File: src/rtl/dcache_flush_seq.sv
// Flush/invalidate sequencer: walks every set of the valid/dirty/tag arrays,
// hands valid+dirty ways to the write-back path, then clears the whole set.
module dcache_flush_seq #(
  parameter int SET_ASSOC   = 8,
  parameter int INDEX_WIDTH = 12,
  parameter int BYTE_OFFSET = 4,
  parameter int TAG_WIDTH   = 44
) (
  input  logic                              clk_i,
  input  logic                              rst_i,
  input  logic                              flush_i,
  input  logic                              inval_only_i,
  input  logic                              busy_i,
  output logic                              active_o,
  output logic                              flush_ack_o,
  output logic [SET_ASSOC-1:0]              req_o,
  output logic [INDEX_WIDTH-1:0]            addr_o,
  output logic                              we_o,
  output logic [SET_ASSOC-1:0]              be_o,
  input  logic                              gnt_i,
  input  logic [SET_ASSOC-1:0]              vld_i,
  input  logic [SET_ASSOC-1:0]              dirty_i,
  input  logic [SET_ASSOC*TAG_WIDTH-1:0]    tag_i,
  output logic                              wb_valid_o,
  input  logic                              wb_ready_i,
  output logic [TAG_WIDTH+INDEX_WIDTH-1:0]  wb_addr_o,
  output logic [$clog2(SET_ASSOC)-1:0]      wb_way_o,
  input  logic                              wb_done_i
);

  localparam int SET_W    = INDEX_WIDTH - BYTE_OFFSET;
  localparam int NUM_SETS = 2 ** SET_W;
  localparam int WAY_W    = $clog2(SET_ASSOC);

  typedef enum logic [2:0] {
    S_IDLE, S_READ, S_EVAL, S_WB, S_WB_WAIT, S_CLEAR, S_DONE
  } state_t;

  state_t                                 state_q, state_d;
  logic [SET_W-1:0]                       set_idx_q, set_idx_d;
  logic [SET_ASSOC-1:0]                   pend_q, pend_d;
  logic [SET_ASSOC-1:0][TAG_WIDTH-1:0]    tags_q, tags_d;
  logic                                   inval_q, inval_d;
  logic [WAY_W-1:0]                       wb_way;
  logic [SET_ASSOC-1:0]                   pend_clr;

  // Lowest pending way is served first; scanning downward leaves the lowest hit.
  always_comb begin
    wb_way = '0;
    for (int w = SET_ASSOC - 1; w >= 0; w--) begin
      if (pend_q[w]) wb_way = WAY_W'(w);
    end
  end

  assign pend_clr = pend_q & ~(SET_ASSOC'(1) << wb_way);

  always_ff @(posedge clk_i) begin
    if (rst_i) begin
      state_q   <= S_IDLE;
      set_idx_q <= '0;
      pend_q    <= '0;
      inval_q   <= 1'b0;
    end else begin
      state_q   <= state_d;
      set_idx_q <= set_idx_d;
      pend_q    <= pend_d;
      inval_q   <= inval_d;
    end
  end

  // Tags are only consumed while pend_q marks them, so they need no reset.
  always_ff @(posedge clk_i) begin
    tags_q <= tags_d;
  end

  always_comb begin
    state_d   = state_q;
    set_idx_d = set_idx_q;
    pend_d    = pend_q;
    tags_d    = tags_q;
    inval_d   = inval_q;
    case (state_q)
      S_IDLE: begin
        set_idx_d = '0;
        inval_d   = inval_only_i;
        if (flush_i && !busy_i) state_d = S_READ;
      end
      S_READ: begin
        if (gnt_i) state_d = S_EVAL;
      end
      S_EVAL: begin
        pend_d  = vld_i & dirty_i & {SET_ASSOC{~inval_q}};
        tags_d  = tag_i;
        state_d = (pend_d != '0) ? S_WB : S_CLEAR;
      end
      S_WB: begin
        if (wb_ready_i) state_d = S_WB_WAIT;
      end
      S_WB_WAIT: begin
        if (wb_done_i) begin
          pend_d  = pend_clr;
          state_d = (pend_clr != '0) ? S_WB : S_CLEAR;
        end
      end
      S_CLEAR: begin
        if (gnt_i) begin
          if (set_idx_q == SET_W'(NUM_SETS - 1)) begin
            state_d = S_DONE;
          end else begin
            set_idx_d = set_idx_q + 1'b1;
            state_d   = S_READ;
          end
        end
      end
      S_DONE: begin
        state_d = S_IDLE;
      end
      default: state_d = S_IDLE;
    endcase
  end

  // Moore outputs: everything below depends on registered state only.
  always_comb begin
    active_o    = (state_q != S_IDLE);
    flush_ack_o = (state_q == S_DONE);
    req_o       = '0;
    we_o        = 1'b0;
    be_o        = '0;
    addr_o      = '0;
    wb_valid_o  = 1'b0;
    wb_addr_o   = '0;
    wb_way_o    = '0;
    if (state_q == S_READ || state_q == S_CLEAR) begin
      req_o  = '1;
      addr_o = {set_idx_q, {BYTE_OFFSET{1'b0}}};
    end
    if (state_q == S_CLEAR) begin
      we_o = 1'b1;
      be_o = '1;
    end
    if (state_q == S_WB) begin
      wb_valid_o = 1'b1;
      wb_way_o   = wb_way;
      wb_addr_o  = {tags_q[wb_way], set_idx_q, {BYTE_OFFSET{1'b0}}};
    end
  end

endmodule
File: config.mk
export PLATFORM = sky130hd
export DESIGN_NAME = dcache_flush_seq
export DESIGN_NICKNAME = d
export VERILOG_FILES = /design/src/rtl/dcache_flush_seq.sv
export SDC_FILE = /design/constraint.sdc
export NUM_CORES = 1
export LEC_CHECK = 0
export CORE_ASPECT_RATIO = 1.1
export CORE_MARGIN = 3
export CORE_UTILIZATION = 25
export CTS_BUF_LIST = sky130_fd_sc_hd__clkbuf_8
export CTS_CLUSTER_DIAMETER = 150
export CTS_CLUSTER_SIZE = 8
export DETAILED_ROUTE_END_ITERATION = 12
export GPL_TIMING_DRIVEN = 0
export REMOVE_ABC_BUFFERS = 1
export SLEW_MARGIN = 30
export SYNTH_ARGS = -nofsm -noshare
export SYNTH_HDL_FRONTEND = slang
export SYNTH_SLANG_ARGS = --single-unit
File: constraint.sdc
create_clock -name clk_i -period 49.5 [get_ports clk_i]
set_input_delay 7.425 -clock clk_i [delete_from_list [all_inputs] [get_ports clk_i]]
set_output_delay 7.425 -clock clk_i [all_outputs]
set_load 0.005 [all_outputs]
==> flow_summary_export.csv <==
group,metric,value,unit
clock_network,cts_tree,"done",
sta,drv_slew,0,
yosys,synthArstFlopShare,0,%
clock_network,clock_sinks,372,
sta,layout_min_cycle_time,11.39,ns
yosys,synth_cell_types,64,
yosys,synth_ff_type,"edfxtp_1",
routing,ant_nets,0,
floorplanning,dieArea,0.06312,sq mm
sta,setup_tns,0,ns
clock_network,htree_levels,2,
sta,hold_viol_final,0,
routing,drc_errors,0,
sta,worst_slew_pin_slew,0.8211,ns
clock_network,cts_resized,0,
routing,vias_per_cell,4.647,
grt,grt_max_degree,44,
routing,post_drt_wl_per_cell,20.99,microns
routing,dr.pass1.iters,5,
floorplanning,rows,93,
yosys,ys_seq_area_share,72.97,%
yosys,synth_cells,1062,
setup_path,worstSetupPathType,"flip-flop to output port",
clock_network,cts_setup_buffers,0,
sta,finClkSkew,0.02644,ns
sta,hold_slack,0.5008,ns
finish,final_nets,1915,
power_and_ir_drop,p_per_area,31.07,mW/mm^2
clock_network,ctsHoldBuffers,0,
grt,grt.overflow.total,0,
finish,fill_cells,5606,
clock_network,cts_buffers,52,
run,drv_cap,0,
floorplanning,start_util,25.48,%
finish,area_growth,46.51,%
finish,layout-drive-gt1-share,8.087,%
finish,final_cells,2320,
sta,setup_viol,0,
power_and_ir_drop,power,684.3,uW
routing,drt-initial-drc-count,773,
min_path,hold_class,"flip-flop to flip-flop",
setup_path,end_kind,"output port",
grt,grt_first_pass_wirelength,70.23,mm
routing,drt-met1-wl,18.79,mm
clock_network,cts.clk_slew.worst_paths,0.07,ns
setup_path,critPathArrivalTime,3.97,ns
yosys,synth.avg_cell_area,14.16,sq um
grt,antenna_found_initial,8,
grt,grt_use_total,14.90,%
yosys,ys_warn_count,0,
placed_design,port_buffers,458,
floorplanning,die_x,239.8,microns
yosys,synth_enable_flop_cells,352,
floorplanning,core,0.05900,sq mm
placed_design,gp_routability_congestion,0.8185,
yosys,synth_seq_cells,372,
setup_path,worstPathMaxFanout,36,
finish,fin_util,37.34,%
grt,grt_pass1_vias,11031,
setup_path,worstSetupStartpointType,"flip-flop",
floorplanning,die_h,263.2,microns
placed_design,placedCellCount,2244,
yosys,synth_area,0.01503,sq mm
power_and_ir_drop,peakVddDrop,0.00002026,V
floorplanning,io_pins,467,
sta,rsz0062_at_grt,"no",
sta,maxSlewHeadroom,44.84,%
outcome,status,"complete, no violations",
setup_path,crit_required,42.08,ns
clock_network,clk_latency,0.64,ns
routing,dr_wl_met3,4.345,mm
routing,wirelength,48.71,mm
routing,dr_total_vias,10782,
clock_network,clock_path_buffers,3,
sta,timing.fmax,87.78,MHz
routing,top_layer,"met5",
sta,period_share,23.01,%
placed_design,dp_hpwl,35.12,mm
clock_network,clock-root-buffer,"clkbuf_8",
routing,met2_length,24.18,mm
power_and_ir_drop,leakagePower,0.007251,uW
cells in the mapped netlist (4+ instances only):
cell type  instances  area (sq um)
buf_2             22         110.1
mux2i_1           40         400.4
nand2_1          215         807.0
nor2b_1            4         25.02
a32oi_1            7         61.31
nand3_1           48         240.2
xor2_1             4         35.03
o21a_1             5         37.54
or3_1              4         25.02
a22oi_1            4         30.03
nor2_1            30         112.6
a31o_1            40         350.3
buf_6              8         90.09
inv_1             15         56.30
o21ai_0           12         60.06
nor3_1             5         25.02
clkbuf_1          31         116.4
a31oi_1           40         250.2
a21oi_1           12         60.06
and2_1            15         93.84
or2_2              7         43.79
buf_4             24         180.2
dfxtp_1           20         400.4
o221ai_1          44         385.4
edfxtp_1         352         10570
logic make-up (layout without fill, tap and decap cells):
family                     after synthesis  after routing  share of synthesized area, %
adders and majority gates                2              2                        0.1498
DFF                                    372            372                         72.97
buffers and inverters                  103            592                         3.762
muxes                                   42             42                         2.813
other                                    1             10                       0.02494
AOI/OAI and AO/OA                      191            191                         9.912
and+or+nand+nor                        347            347                         10.14
xor gates and xnor gates                 4              4                        0.2330
flip-flops by register name, summed over array words and instances (netlist names):
name,count
tags_q,352
pend_q,8
set_idx_q,8
state_q,3
inval_q,1
through the flow:
stage / cell area, sq um / worst slack, ns
after global routing: 22020 / 37.81
after floorplan: 14550 / 33.20
after CTS: 22020 / 38.00
after detailed placement: 21180 / 38.72
after global placement: 20090 / 26.31
final: 22030 / 38.11
worst max-delay path: stages (launching register included):
cell             delay [ns]
dfxtp_1                0.57
inv_1                  0.16
a221oi_4               0.65
or3_4                  0.40
buf_16                 0.26
o221ai_1               0.15
a31oi_1                0.34
a31o_1                 0.17
clkdlybuf4s50_1        0.57
layout by cell type (no fill, tap or decap), types with 4 or more instances in the layout:
master,n
nand3_1,48
o221ai_1,44
clkdlybuf4s50_1,458
clkbuf_8,52
nor3_1,5
mux2i_1,40
inv_1,33
buf_6,11
and2_1,15
nand2_1,215
edfxtp_1,352
or2_2,7
a31oi_1,40
buf_16,30
conb_1,8
a31o_1,40
xor2_1,4
o21ai_0,11
a21oi_1,12
a22oi_1,4
nor2_1,28
a32oi_1,7
dfxtp_1,20
metal layers:
layer / GRT usage, % / vias to the layer above
met3: 4.683 / 85
met2: 25.86 / 475
li1: - / 4967
met4: 4.534 / 8
met1: 17.56 / 5247
met5: 0 / -
path summary, 6_finish.rpt:
| kind | from | end | slack [ns] | cells after the start |
|---|---|---|---|---|
| max | pend_q[3] | wb_addr_o[15] | 38.11 | 8 |
| min | inval_q | inval_q | 0.50 | 2 |
| max reg2reg | state_q[1] | tags_q[143] | 46.82 | 7 |
| min reg2reg | inval_q | inval_q | 0.50 | 2 |
power by group:
group | switching (uW) | total [uW] | leakage (uW) | internal (uW)
combinational | 44.5 | 96.4 | 0.00341 | 51.9
sequential | 5.53 | 370 | 0.00334 | 365
clock | 117 | 218 | 0.000495 | 101
total | 167 | 684 | 0.00725 | 518
cell type report:
type	instances	area (sq um)	share of cell area, %
diodes	2	5.005	0.02272
clock buffers	52	715.7	3.249
clock inverters	22	125.1	0.5680
inverters	15	56.30	0.2556
multi-input cells	594	3600	16.34
flip-flops and latches	372	10970	49.80
well taps	760	950.9	4.317
repair buffers	503	5604	25.44
(Power assumes the default switching activity.)
